## config.mk

```make
export PLATFORM = sky130hd
export DESIGN_NAME = big_alu_top
export DESIGN_NICKNAME = d
export VERILOG_FILES = /design/src/rtl/big_alu_pkg.sv /design/src/rtl/big_alu_core.sv /design/src/rtl/big_alu_top.sv
export SDC_FILE = /design/constraint.sdc
export NUM_CORES = 1
export LEC_CHECK = 0
export CELL_PAD_IN_SITES_DETAIL_PLACEMENT = 2
export CELL_PAD_IN_SITES_GLOBAL_PLACEMENT = 2
export CORE_AREA = 2 2 145 147
export CTS_CLUSTER_DIAMETER = 40
export DETAILED_ROUTE_END_ITERATION = 16
export DIE_AREA = 0 0 147 149
export PLACE_DENSITY_LB_ADDON = 0.1
export SKIP_LAST_GASP = 1
export SYNTH_ARGS = -nofsm -noshare
export SYNTH_HDL_FRONTEND = slang
export SYNTH_SLANG_ARGS = --single-unit
export TNS_END_PERCENT = 5
```

## constraint.sdc

```tcl
create_clock -name clk -period 15.3 [get_ports clk]
set_clock_uncertainty 0.05 [all_clocks]
set_input_delay 3.06 -clock clk [delete_from_list [all_inputs] [get_ports clk]]
set_output_delay 3.06 -clock clk [all_outputs]
set_load 0.005 [all_outputs]
```

## src/rtl/big_alu_pkg.sv

```systemverilog
// Shared definitions for the big-ALU design.
// Contents:
//   - op_e: 4-bit opcode enumeration (ADD..CLR)
//   - operand-source select codes for the A and B muxes
//   - instr_t: the packed view of the 16-bit instruction word
//       [15:12] op, [11] en, [10:9] dst, [8:7] asel, [6:5] bsel, [4:0] imm
package big_alu_pkg;

  localparam int NREG    = 4;
  localparam int INSTR_W = 16;

  typedef enum logic [3:0] {
    OP_ADD   = 4'h0,
    OP_SUB   = 4'h1,
    OP_AND   = 4'h2,
    OP_OR    = 4'h3,
    OP_XOR   = 4'h4,
    OP_NOT   = 4'h5,
    OP_SHL   = 4'h6,
    OP_SHR   = 4'h7,
    OP_MUL   = 4'h8,
    OP_CMP   = 4'h9,
    OP_PASSA = 4'hA,
    OP_PASSB = 4'hB,
    OP_INC   = 4'hC,
    OP_DEC   = 4'hD,
    OP_ASR   = 4'hE,
    OP_CLR   = 4'hF
  } op_e;

  // A operand sources
  localparam logic [1:0] SRC_A_DATA0 = 2'b00;
  localparam logic [1:0] SRC_A_DATA1 = 2'b01;
  localparam logic [1:0] SRC_A_REG   = 2'b10;
  localparam logic [1:0] SRC_A_ZERO  = 2'b11;

  // B operand sources
  localparam logic [1:0] SRC_B_DATA1 = 2'b00;
  localparam logic [1:0] SRC_B_DATA0 = 2'b01;
  localparam logic [1:0] SRC_B_REG   = 2'b10;
  localparam logic [1:0] SRC_B_IMM   = 2'b11;

  typedef struct packed {
    op_e        op;
    logic       en;
    logic [1:0] dst;
    logic [1:0] asel;
    logic [1:0] bsel;
    logic [4:0] imm;
  } instr_t;

endpackage

```

## src/rtl/big_alu_core.sv

```systemverilog
// Purely combinational ALU datapath.
// Ports:
//   op      in  opcode
//   a, b    in  W-bit operands
//   res_lo  out W-bit result (low half of the product for MUL)
//   res_hi  out high half of the product for MUL, zero otherwise
//   of      out carry / borrow / shifted-out / product-overflow flag
//   zf      out zero flag (full 2W-bit product for MUL, forced 1 for CLR)
module big_alu_core
  import big_alu_pkg::*;
#(
  parameter int W = 8
) (
  input  op_e          op,
  input  logic [W-1:0] a,
  input  logic [W-1:0] b,
  output logic [W-1:0] res_lo,
  output logic [W-1:0] res_hi,
  output logic         of,
  output logic         zf
);

  logic [2:0]     sh;
  logic [W:0]     sum;
  logic [W:0]     diff;
  logic [2*W-1:0] prod;
  logic [2*W-1:0] shl_wide;
  logic [W-1:0]   asr;

  // Shifts only honour the low three bits of B.
  assign sh = b[2:0];

  // One extra bit on the add/subtract captures carry and borrow directly.
  assign sum  = {1'b0, a} + {1'b0, b};
  assign diff = {1'b0, a} - {1'b0, b};
  assign prod = {{W{1'b0}}, a} * {{W{1'b0}}, b};

  // Left shift into a double-width word so the bits pushed out stay visible.
  assign shl_wide = {{W{1'b0}}, a} << sh;
  assign asr      = $signed(a) >>> sh;

  always_comb begin
    res_lo = '0;
    res_hi = '0;
    of     = 1'b0;
    case (op)
      OP_ADD: begin
        res_lo = sum[W-1:0];
        of     = sum[W];
      end
      OP_SUB, OP_CMP: begin
        res_lo = diff[W-1:0];
        of     = diff[W];
      end
      OP_AND:   res_lo = a & b;
      OP_OR:    res_lo = a | b;
      OP_XOR:   res_lo = a ^ b;
      OP_NOT:   res_lo = ~a;
      OP_SHL: begin
        res_lo = shl_wide[W-1:0];
        of     = |shl_wide[2*W-1:W];
      end
      OP_SHR:   res_lo = a >> sh;
      OP_MUL: begin
        res_lo = prod[W-1:0];
        res_hi = prod[2*W-1:W];
        of     = |prod[2*W-1:W];
      end
      OP_PASSA: res_lo = a;
      OP_PASSB: res_lo = b;
      OP_INC: begin
        res_lo = a + 1'b1;
        of     = &a;
      end
      OP_DEC: begin
        res_lo = a - 1'b1;
        of     = ~|a;
      end
      OP_ASR:   res_lo = asr;
      OP_CLR:   res_lo = '0;
      default:  res_lo = '0;
    endcase

    // MUL judges zero on the whole product; CLR always reports zero.
    zf = (res_lo == '0);
    if (op == OP_MUL) begin
      zf = (prod == '0);
    end else if (op == OP_CLR) begin
      zf = 1'b1;
    end
  end

endmodule

```

## src/rtl/big_alu_top.sv

```systemverilog
// Registered 8-bit ALU with four output registers and registered flags.
// Each enabled instruction selects A and B operands, runs them through
// big_alu_core and writes the result to R[dst] one clock later.
// Ports:
//   clk          in  rising-edge clock
//   rst          in  asynchronous active-high reset
//   instruction  in  16-bit instruction word (see big_alu_pkg::instr_t)
//   data0, data1 in  external operands
//   out0..out3   out registers R0..R3
//   of, zf       out registered overflow and zero flags
module big_alu_top
  import big_alu_pkg::*;
#(
  parameter int W = 8
) (
  input  logic         clk,
  input  logic         rst,
  input  logic [15:0]  instruction,
  input  logic [W-1:0] data0,
  input  logic [W-1:0] data1,
  output logic [W-1:0] out0,
  output logic [W-1:0] out1,
  output logic [W-1:0] out2,
  output logic [W-1:0] out3,
  output logic         of,
  output logic         zf
);

  instr_t                   instr;
  logic [NREG-1:0][W-1:0]   regs;
  logic [W-1:0]             a_val;
  logic [W-1:0]             b_val;
  logic [W-1:0]             res_lo;
  logic [W-1:0]             res_hi;
  logic                     alu_of;
  logic                     alu_zf;
  logic [1:0]               dst_next;

  assign instr = instr_t'(instruction);

  // Register sources read the pre-write value, giving read-modify-write in one cycle.
  always_comb begin
    a_val = '0;
    case (instr.asel)
      SRC_A_DATA0: a_val = data0;
      SRC_A_DATA1: a_val = data1;
      SRC_A_REG:   a_val = regs[instr.dst];
      SRC_A_ZERO:  a_val = '0;
      default:     a_val = '0;
    endcase
  end

  always_comb begin
    b_val = '0;
    case (instr.bsel)
      SRC_B_DATA1: b_val = data1;
      SRC_B_DATA0: b_val = data0;
      SRC_B_REG:   b_val = regs[instr.dst];
      SRC_B_IMM:   b_val = {{(W-5){1'b0}}, instr.imm};
      default:     b_val = '0;
    endcase
  end

  big_alu_core #(.W(W)) u_core (
    .op     (instr.op),
    .a      (a_val),
    .b      (b_val),
    .res_lo (res_lo),
    .res_hi (res_hi),
    .of     (alu_of),
    .zf     (alu_zf)
  );

  // The high half of a product lands in the next register, R3 wrapping to R0.
  assign dst_next = instr.dst + 2'd1;

  always_ff @(posedge clk or posedge rst) begin
    if (rst) begin
      regs <= '0;
      of   <= 1'b0;
      zf   <= 1'b0;
    end else if (instr.en) begin
      of <= alu_of;
      zf <= alu_zf;
      case (instr.op)
        OP_CLR: regs <= '0;
        OP_MUL: begin
          regs[instr.dst] <= res_lo;
          regs[dst_next]  <= res_hi;
        end
        OP_CMP: ;
        default: regs[instr.dst] <= res_lo;
      endcase
    end
  end

  assign out0 = regs[0];
  assign out1 = regs[1];
  assign out2 = regs[2];
  assign out3 = regs[3];

endmodule

```

==> results of run 1 <==
[critical path, stage by stage]
cell             delay, ps
clkdlybuf4s50_1        900
nand3b_1               480
o22ai_1                260
nor2_1                 980
inv_1                  460
nand2_1                190
fa_1                   480
fa_1                   560
inv_1                   60
fa_1                   530
inv_1                   60
fa_1                   530
inv_1                   40
ha_1                   350
and3_1                 220
a22oi_1                280
a211oi_1               170
a311oi_1               440
xor2_1                 520
nand4_1                210
nor4_1                 300
o21ai_0                120
o31ai_1                220
[routing by layer]
layer / track usage, % / part of all wire (%) / routed length [um] / up-vias
met5: 0 / 0 / 0 / -
met4: 14.7 / 4.9 / 1780 / 0
met3: 4.01 / 6.0 / 2160 / 90
met2: 55.6 / 47 / 17200 / 333
met1: 43.2 / 42 / 15100 / 4267
li1: - / - / - / 3750
[cells in the mapped netlist, drive strengths merged, types with 4 or more instances]
library cell and number:
nor4 7, o31ai 9, o21ai 74, a32oi 7, mux2i 30, nand3b 4, nor3b 4, buf 14
o22ai 20, a21oi 74, nand4 8, nand2b 11, o22a 12, a22oi 15, and3 8, o21bai 7
nand3 15, a31oi 11, o21a 13, or3 6, a211oi 20, fa 39, dfrtp 34, o221ai 13
and2 9, inv 88, or2 4, xnor2 13, mux2 5, nor2b 21, a2bb2oi 6, mux4 7
nor3 28, nand2 79, nor2 118, clkbuf 51, a21o 9, xor2 7, ha 67
[registers in the layout, summed over array words and instances, names as in the netlist]
| signal | flops |
|---|---|
| out3 | 8 |
| of | 1 |
| out2 | 8 |
| out0 | 8 |
| out1 | 8 |
| zf | 1 |
[worst max path at each step]
stage | start | to | slack (ps) | cells after the start
after floorplan | instruction[10] | zf$_DFFE_PP0P_ | 5980 | 26
after global placement | instruction[7] | zf$_DFFE_PP0P_ | 4070 | 23
after detailed placement | instruction[7] | zf$_DFFE_PP0P_ | 3950 | 23
after CTS | instruction[7] | zf$_DFFE_PP0P_ | 4200 | 23
after global routing | instruction[7] | zf$_DFFE_PP0P_ | 3780 | 23
final | instruction[7] | zf$_DFFE_PP0P_ | 4020 | 23
[logic make-up (layout without fill, tap and decap cells)]
logic type                 Yosys count  count (layout)  share of synthesized area (%)
and+or+nand+nor                    332             332                           20.8
muxes                               42              42                           6.80
AOI/OAI and AO/OA                  331             331                           29.3
xor gates and xnor gates            20              20                           2.32
adders and majority gates          107             107                           21.6
DFF                                 34              34                           11.3
buffers and inverters              154             184                           7.95
[where the power goes]
part           internal (mW)  total (mW)  switching, mW
logic                  0.260       0.673          0.414
registers              0.114       0.152         0.0373
clock network         0.0629       0.100         0.0374
total                  0.437       0.925          0.488
[per-stage QoR]
step / hold slack (ps) / utilization (%) / instances / area, um2 / power, mW
detailed placement: 491 / 41.2 / 1319 / 8470 / 0.816
CTS: 500 / 41.9 / 1325 / 8610 / 0.920
floorplan: 429 / - / 1020 / 7560 / 0.549
finish: 491 / 41.9 / 1325 / 8610 / 0.925
global route: 544 / 41.9 / 1325 / 8610 / 0.994
global placement: 479 / 41.2 / 1319 / 8470 / 0.793
[area by class of cell]
class | instances | area, um2
sequential | 34 | 851
tap | 275 | 344
multi-input combinational | 832 | 6110
clock buffer | 6 | 139
fill | 2418 | 11900
inverter | 89 | 334
timing repair buffer | 89 | 831
[cell usage in the layout, fill, tap and decap left out, types with 12 or more instances in the layout]
cell type,netlist,layout
buf_4,1,22
clkdlybuf4s50_1,0,66
inv_1,86,86
a22oi_1,15,15
ha_1,67,67
o21ai_0,72,71
xnor2_1,13,13
nand2_1,79,79
mux2i_1,30,30
nor2b_1,21,21
nor2_1,118,118
o21a_1,13,13
dfrtp_1,34,34
nand3_1,15,15
a211oi_1,19,19
o22ai_1,20,20
o221ai_1,13,13
fa_1,39,39
nor3_1,27,27
o22a_1,12,12
a21oi_1,73,73
==> out/results.ini, run 1 <==
[critical_path]
crit_type = in2reg
arrival_ps = 11420
r2r_setup_slack_ps = 7550
r2r-end = zf$_DFFE_PP0P_
critPathRequiredTime_ps = 15440
reg2reg_from = out3[2]$_DFFE_PP0P_
crit_path_start_kind = input port
ff2ff_path_depth = 22
worstPathMaxFanout = 12
cp-end-kind = register

[sta]
maxSlewHeadroom_pct = 17.5
min_period_over_period_pct = 73.8
fmax_mhz = 88.6
min_period_ps = 11280
rsz0062_at_grt = no
setup_viol = 0
worst-slew-pin-transition_ps = 1230
hold_viol_final = 0
slew_viol_final = 0
tns_ps = 0
setup_slack_ps = 4020

[die]
num_rows = 53
num_io_pins = 68
die_h_um = 149
coreArea_um2 = 20600
die_area_um2 = 21900
initial_core_util_pct = 36.8
die_x_um = 147

[final_layout]
area_growth_pct = 13.9
nets = 1191
antenna_cells = 0
drive_gt1_share_pct = 5.14

[placed_design]
pre_cts_ws_ps = 3950
hpwl_mm = 28.6
port_buffers = 67
routabilityCongestion = 0.945

[cts]
clk-insertion-delay-late_ps = 280
clock-sinks = 34
cts_buffers = 5
hold_buffers = 0
cts_tree = built
postCtsSetupBuffers = 0
postCtsResizedCells = 0
cts.reportedPaths.clkPinSlew_ps = 50
htreeDepth = 2
clock_path_buffers = 2
ctsRootBufferMaster = clkbuf_16

[synth]
synth_area_um2 = 7560
ys_warn_count = 0
avgSynthCellArea_um2 = 7.41
synthDistinctLibCells = 80
synth_edf_count = 0
async_flop_share_pct = 100
synth_top_cell_area_share_pct = 11.3
ys_ff_latch = 34
synthCells = 1020
synth_largest_area_cell = dfrtp_1
synthTopCellsByArea = dfrtp_1 (11%), ha_1 (11%), fa_1 (10%), nor2_1 (5.9%), a21oi_1 (4.8%)
synth_nets = 1160
synth_flop_cell = dfrtp_1
synth-seq-area-share_pct = 11.3

[route]
avgViaCountPerCell = 6.37
drcViolationCount = 0
routedWlPerCell_um = 27.4
num_vias = 8440
drt_iter0_drc = 629
ant_nets = 0
drtPass1Iterations = 5
routed_wl_mm = 36.3

[min_path]
hold_depth = 2
hold_path.startpoint = out0[3]$_DFFE_PP0P_
whs_endpoint = out0[3]$_DFFE_PP0P_
hold_path.class = reg2reg

[run_status]
outcome = finished clean

[flow_run]
max_cap_viol_count = 0

[grt]
overflow = 0
grtUsageTotal_pct = 33.1
grt_pass1_wl_mm = 55.9
grt_pass1_vias = 8998
grt_antenna_before_repair = 0
grt_max_degree = 51

[power]
p_per_area_nw_per_um2 = 107
peakVddDrop_mv = 0.0826
leakagePower_nw = 3.73

No activity file was read; power rests on OpenSTA's default activity.
==> inputs of run 2 (changes only) <==
--- a/config.mk
+++ b/config.mk
@@ -7,10 +7,10 @@
 export LEC_CHECK = 0
 export CELL_PAD_IN_SITES_DETAIL_PLACEMENT = 2
 export CELL_PAD_IN_SITES_GLOBAL_PLACEMENT = 2
-export CORE_AREA = 2 2 145 147
+export CORE_AREA = 2 2 150 152
 export CTS_CLUSTER_DIAMETER = 40
 export DETAILED_ROUTE_END_ITERATION = 16
-export DIE_AREA = 0 0 147 149
+export DIE_AREA = 0 0 152 154
 export PLACE_DENSITY_LB_ADDON = 0.1
 export SKIP_LAST_GASP = 1
 export SYNTH_ARGS = -nofsm -noshare
==> constraint.sdc (replaced) <==
create_clock -name clk -period 10.95 [get_ports clk]
set_clock_uncertainty 0.05 [all_clocks]
set_input_delay 2.19 -clock clk [delete_from_list [all_inputs] [get_ports clk]]
set_output_delay 2.19 -clock clk [all_outputs]
set_load 0.005 [all_outputs]
==> run 2 against run 1 <==
Wire length increased by 0.41%. Non-clock buffer count increased by 8. Design area increased by 0.87%. Highest routed layer unchanged.
==> out/results.ini, run 2 (synthesized netlist as in run 1, its figures left out) <==
[cts]
hold_buffers = 0  ; unchanged
cts.reportedPaths.clkPinSlew_ps = 50  ; about the same
clock_path_buffers = 2  ; unchanged
clock-sinks = 34  ; unchanged
htreeDepth = 2  ; unchanged
postCtsResizedCells = 0  ; unchanged
clk-insertion-delay-late_ps = 290  ; about the same
cts_buffers = 5  ; unchanged
postCtsSetupBuffers = 0  ; unchanged
ctsRootBufferMaster = clkbuf_16
cts_tree = built

[critical_path]
slowest_delay_ps = 870  ; -110 ps
cp-end-kind = register
critPathTopFamily = adder cells
reg2reg_from = out0[4]$_DFFE_PP0P_
crit_path_start_kind = input port
crit_slowest_cell = clkdlybuf4s50_1
startpoint = instruction[7]
r2r_setup_slack_ps = 3830  ; -3720 ps
critPathRequiredTime_ps = 11090  ; -4350 ps
arrival_ps = 9780  ; -1640 ps
crit_buf_inv = 6  ; +1
ff2ff_path_depth = 23  ; +4.5%
crit_type = in2reg
r2r-end = zf$_DFFE_PP0P_
worstPathMaxFanout = 12  ; unchanged
crit_chain = clkdlybuf4s50_1, nand3b_1, o22ai_1, or2_1, inv_2, nor2_1, fa_1, inv_1, fa_1, inv_1, fa_1, inv_1, fa_1, inv_1, ha_1, and3_1, a22oi_1, a211oi_1, a311oi_1, xor2_1, nand4_1, nor4_1, o21ai_0, o31ai_1

[sta]
setup_viol = 0  ; unchanged
worst-slew-pin-transition_ps = 1050  ; -187 ps
slew_viol_final = 0  ; unchanged
hold_slack_ps = 489  ; -2.65 ps
min_period_ps = 9640
tns_ps = 0  ; unchanged
setup_slack_ps = 1310  ; -2700 ps
fmax_mhz = 104
min_period_over_period_pct = 88.0
maxSlewHeadroom_pct = 29.9  ; +12 points
hold_viol_final = 0  ; unchanged
rsz0062_at_grt = no

[route]
drtPass1Iterations = 5  ; unchanged
routed_wl_mm = 36.4  ; +0.41%
drt_iter0_drc = 588  ; -6.5%
ant_nets = 0  ; unchanged
num_vias = 8541  ; +1.2%
routedWlPerCell_um = 27.2  ; -0.72%
drcViolationCount = 0  ; unchanged
avgViaCountPerCell = 6.37  ; about the same

[die]
coreArea_um2 = 21700  ; +5.5%
die_h_um = 154  ; +3.4%
num_io_pins = 68  ; unchanged
initial_core_util_pct = 34.9  ; -1.9 points
num_rows = 54  ; +1.9%
die_area_um2 = 23400  ; +6.9%
die_x_um = 152  ; +3.4%

[power]
p_int_mw = 0.613  ; +40%
p_sw_share_pct = 52.6  ; -0.17 points
power_mw = 1.29  ; +40%
power_frac_comb_pct = 72.2  ; -0.6 points
power_frac_seq_pct = 16.5  ; about the same
peakVddDrop_mv = 0.101  ; +22%
p_per_area_nw_per_um2 = 149  ; +38%
clkPwrFrac_pct = 11.3  ; +0.5 points
p_sw_mw = 0.680  ; +39%
leakagePower_nw = 3.77  ; +1.1%

[grt]
grt_max_degree = 35  ; -31%
grt_antenna_before_repair = 0  ; unchanged
grt_pass1_vias = 9220  ; +2.5%
grtUsageTotal_pct = 31.0  ; -2.1 points
overflow = 0  ; unchanged
grt_pass1_wl_mm = 56.5  ; +1.1%

[placed_design]
pre_cts_ws_ps = 1070  ; -2880 ps
port_buffers = 67  ; unchanged
hpwl_mm = 28.7  ; +0.60%
routabilityCongestion = 0.943  ; -0.19%

[final_layout]
fillers = 2559  ; +5.8%
area_growth_pct = 14.9
fin_util_pct = 40.0  ; -1.8 points
most-common-layout-cells = nor2_1 (118), inv_1 (86), nand2_1 (79)
final_common_cell = nor2_1
nets = 1199  ; +0.67%
drive_gt1_share_pct = 5.94  ; +0.80 points
antenna_cells = 0  ; unchanged

[flow_run]
max_cap_viol_count = 0  ; unchanged

[min_path]
hold_path.class = reg2reg
whs_endpoint = zf$_DFFE_PP0P_
hold_path.startpoint = zf$_DFFE_PP0P_
hold_depth = 2  ; unchanged

[run_status]
outcome = finished clean

-- run 2: worst max path at each step --
stage | slack [ps] | to | depth (start not counted)
2_1_floorplan | 2500 | zf$_DFFE_PP0P_ | 26
3_3_place_gp | 1270 | zf$_DFFE_PP0P_ | 24
3_5_place_dp | 1070 | zf$_DFFE_PP0P_ | 24
4_1_cts | 1340 | zf$_DFFE_PP0P_ | 24
5_1_grt | 800 | zf$_DFFE_PP0P_ | 24
6_report | 1310 | zf$_DFFE_PP0P_ | 24
-- run 2: power by group through the flow --
stage                     Clock [mW]  Sequential, mW  Combinational, mW
after global placement             0           0.213              0.899
after CTS                      0.148           0.212              0.929
final                          0.145           0.214              0.933
after detailed placement           0           0.214              0.923
after floorplan                    0           0.194              0.573
after global routing           0.152           0.218               1.03
-- run 2: final cells by class --
cell class / instances / area, um2 / area share, %
clock inverters: 1 / 5.00 / 0.0576
clock buffers: 7 / 143 / 1.64
inverters: 89 / 334 / 3.85
flip-flops and latches: 34 / 851 / 9.80
multi-input cells: 832 / 6110 / 70.4
repair buffers: 97 / 891 / 10.3
well taps: 280 / 350 / 4.03
-- run 2: tightest hold or removal path: stages, from the launching register on --
cell,delay [ps]
dfrtp_1,370
nand2b_1,70
o31ai_1,60
-- run 2: through the flow --
stage          instance area [um2]  cells
6_report                      8680   1340
5_1_grt                       8680   1340
2_1_floorplan                 7560   1020
3_3_place_gp                  8540   1332
3_5_place_dp                  8540   1332
4_1_cts                       8680   1340
-- run 2: per-layer routing --
layer / vias to the layer above / part of all wire, % / track usage (%)
li1: 3772 / - / -
met1: 4352 / 42 / 40.1
met2: 326 / 48 / 52.6
met3: 91 / 5.5 / 3.58
met4: 0 / 4.5 / 13.1
met5: - / 0 / 0
==> inputs of run 3 (changes only) <==
--- a/config.mk
+++ b/config.mk
@@ -8,10 +8,11 @@
 export CELL_PAD_IN_SITES_DETAIL_PLACEMENT = 2
 export CELL_PAD_IN_SITES_GLOBAL_PLACEMENT = 2
 export CORE_AREA = 2 2 150 152
-export CTS_CLUSTER_DIAMETER = 40
+export CTS_CLUSTER_DIAMETER = 50
 export DETAILED_ROUTE_END_ITERATION = 16
 export DIE_AREA = 0 0 152 154
 export PLACE_DENSITY_LB_ADDON = 0.1
+export RECOVER_POWER = 100
 export SKIP_LAST_GASP = 1
 export SYNTH_ARGS = -nofsm -noshare
 export SYNTH_HDL_FRONTEND = slang
==> constraint.sdc (replaced) <==
create_clock -name clk -period 10.95 [get_ports clk]
set_clock_uncertainty 0.05 [all_clocks]
set_input_delay 1.095 -clock clk [delete_from_list [all_inputs] [get_ports clk]]
set_output_delay 1.095 -clock clk [all_outputs]
set_load 0.005 [all_outputs]
==> run 3 against run 2 <==
The flow now finishes with violations (max-capacitance violations, max-slew violations). Wire length is 2.3% lower. Worst hold slack improved by 1.3 ps. Final cell count is 0.52% lower. Critical path depth did not move. Fmax grew 9.2%. Critical path type unchanged. Largest power group unchanged.
==> out/results.ini, run 3 (synthesized netlist as in run 1, its figures left out) <==
[cts]
htreeDepth = 2  ; unchanged
clock-sinks = 34  ; unchanged
clock_path_buffers = 2  ; unchanged
clk-insertion-delay-late_ps = 280  ; about the same
postCtsResizedCells = 0  ; unchanged
hold_buffers = 0  ; unchanged
ctsRootBufferMaster = clkbuf_16
cts_tree = built
postCtsSetupBuffers = 0  ; unchanged
cts_buffers = 5  ; unchanged
cts.reportedPaths.clkPinSlew_ps = 50  ; about the same

[die]
coreArea_um2 = 21700  ; unchanged
initial_core_util_pct = 34.9  ; unchanged
num_rows = 54  ; unchanged
die_x_um = 152  ; unchanged
num_io_pins = 68  ; unchanged
die_area_um2 = 23400  ; unchanged
die_h_um = 154  ; unchanged

[critical_path]
crit_slowest_cell = mux4_2
cp-end-kind = register
crit_path_start_kind = input port
crit_type = in2reg
r2r_setup_slack_ps = 3510  ; -320 ps
ff2ff_path_depth = 22  ; -4.3%
crit_chain = dlygate4sd3_1, buf_4, mux4_2, o2bb2ai_1, inv_1, nor2_1, fa_1, inv_1, fa_1, inv_1, fa_1, inv_1, fa_1, inv_1, ha_1, and3_1, a22oi_1, a211oi_1, a311oi_1, xor2_1, nand4_1, nor4_1, o21ai_0, o31ai_1
r2r-end = zf$_DFFE_PP0P_
crit_top_cell = inv_1
reg2reg_from = out0[5]$_DFFE_PP0P_
critPathRequiredTime_ps = 11090  ; about the same
crit_buf_inv = 7  ; +1
critPathTopFamily = adder cells
worstPathMaxFanout = 31  ; +19
slowest_delay_ps = 660  ; -210 ps
arrival_ps = 8960  ; -820 ps

[placed_design]
port_buffers = 67  ; unchanged
pre_cts_ws_ps = 1920  ; +851 ps
hpwl_mm = 28.0  ; -2.5%
routabilityCongestion = 0.991  ; +5.1%
place_area_um2 = 8490  ; -0.53%
place_inst = 1326  ; -0.45%

[route]
drtPass1Iterations = 5  ; unchanged
drcViolationCount = 0  ; unchanged
wl_met3_mm = 1.90  ; -5.9%
drt_iter0_drc = 686  ; +17%
routedWlPerCell_um = 26.7  ; -1.8%
wl_met2_mm = 16.8  ; -3.4%
ant_nets = 0  ; unchanged
num_vias = 8363  ; -2.1%
highest_layer = met4
routed_wl_mm = 35.6  ; -2.3%
met1_length_mm = 15.5  ; +0.95%
avgViaCountPerCell = 6.27  ; -1.6%

[grt]
grt_pass1_wl_mm = 54.8  ; -2.9%
grtUsageTotal_pct = 30.1  ; -0.96 points
grt_max_degree = 35  ; unchanged
grt_antenna_before_repair = 0  ; unchanged
overflow = 0  ; unchanged
grt_pass1_vias = 8841  ; -4.1%

[min_path]
hold_path.class = reg2reg
hold_path.startpoint = out3[3]$_DFFE_PP0P_
hold_depth = 2  ; unchanged
whs_endpoint = out3[3]$_DFFE_PP0P_

[sta]
setup_viol = 0  ; unchanged
worst-slew-pin-transition_ps = 1970  ; +925 ps
setup_slack_ps = 2120  ; +811 ps
rsz0062_at_grt = no
hold_slack_ps = 490  ; +1.28 ps
hold_viol_final = 0  ; unchanged
slew_viol_final = 35  ; +35
min_period_over_period_pct = 80.6  ; -7.4 points
fmax_mhz = 113  ; +9.2%
min_period_ps = 8830  ; -811 ps
tns_ps = 0  ; unchanged
maxSlewHeadroom_pct = -31.5  ; -61 points

[final_layout]
regArea_um2 = 851  ; unchanged
finalNonFillerCells = 1333  ; -0.52%
area_growth_pct = 14.1
fillers = 2571  ; +0.47%
multi_input_area_um2 = 6110  ; unchanged
fin_util_pct = 39.7  ; -0.29 points
most-common-layout-cells = nor2_1 (118), inv_1 (87), nand2_1 (79)
antenna_cells = 0  ; unchanged
drive_gt1_share_pct = 5.03  ; -0.91 points
nets = 1193  ; -0.50%
final_common_cell = nor2_1
postLayoutCellArea_um2 = 8620  ; -0.73%

[power]
clkPwrFrac_pct = 10.7  ; -0.6 points
power_mw = 1.26  ; -2.9%
p_sw_mw = 0.666  ; -2.0%
leakagePower_nw = 3.77  ; about the same
power_frac_comb_pct = 72.6  ; +0.4 points
peakVddDrop_mv = 0.0961  ; -4.5%
p_per_area_nw_per_um2 = 146  ; -2.2%
p_int_mw = 0.589  ; -3.8%
power_frac_seq_pct = 16.8  ; +0.3 points
p_sw_share_pct = 53.1  ; +0.45 points

[run_status]
outcome = finished, violations left
violations = max-capacitance violations, max-slew violations

[flow_run]
max_cap_viol_count = 1  ; +1

[run 3: cell count changes in the layout (fill, tap and decap cells not counted), sizes merged]
cell,previous run,this run
buf,31,24
clkinv,2,1
dlygate4sd3,0,38
clkdlybuf4s50,66,28
clkbuf,7,8
[run 3: per-layer routing]
metal	vias up	global-route usage (%)
li1	3752	-
met4	0	10.9
met2	263	50.3
met5	-	0
met3	73	3.97
met1	4275	39.8
[run 3: area by class of cell]
cell class | instances | area share [%]
multi-input combinational | 832 | 70.9
sequential | 34 | 9.87
timing repair buffer | 91 | 9.77
tap | 280 | 4.06
inverter | 89 | 3.88
clock buffer | 7 | 1.54
[run 3: how the worst max path moves through the flow]
| stage | slack (ps) | from | endpoint | cells after the start |
|---|---|---|---|---|
| CTS | 2190 | instruction[9] | zf$_DFFE_PP0P_ | 24 |
| floorplan | 3590 | instruction[10] | zf$_DFFE_PP0P_ | 26 |
| global placement | 2060 | instruction[9] | zf$_DFFE_PP0P_ | 24 |
| finish | 2120 | instruction[9] | zf$_DFFE_PP0P_ | 24 |
| detailed placement | 1920 | instruction[9] | zf$_DFFE_PP0P_ | 24 |
| global route | 1770 | instruction[6] | zf$_DFFE_PP0P_ | 24 |
[run 3: power by group through the flow]
stage	clock network [mW]	registers [mW]	logic, mW
6_report	0.134	0.210	0.911
3_5_place_dp	0	0.212	0.917
5_1_grt	0.142	0.215	1.01
3_3_place_gp	0	0.212	0.897
4_1_cts	0.138	0.210	0.923
2_1_floorplan	0	0.194	0.573
[run 3: worst register-to-register path: cells and delay by family (launching register included)]
kind / cells / cell delay [ps]
DFF: 1 / 430
muxes: 1 / 570
buffers and inverters: 5 / 710
AOI/OAI and AO/OA: 6 / 1700
xor gates and xnor gates: 1 / 600
and+or+nand+nor: 4 / 880
adders and majority gates: 5 / 2390
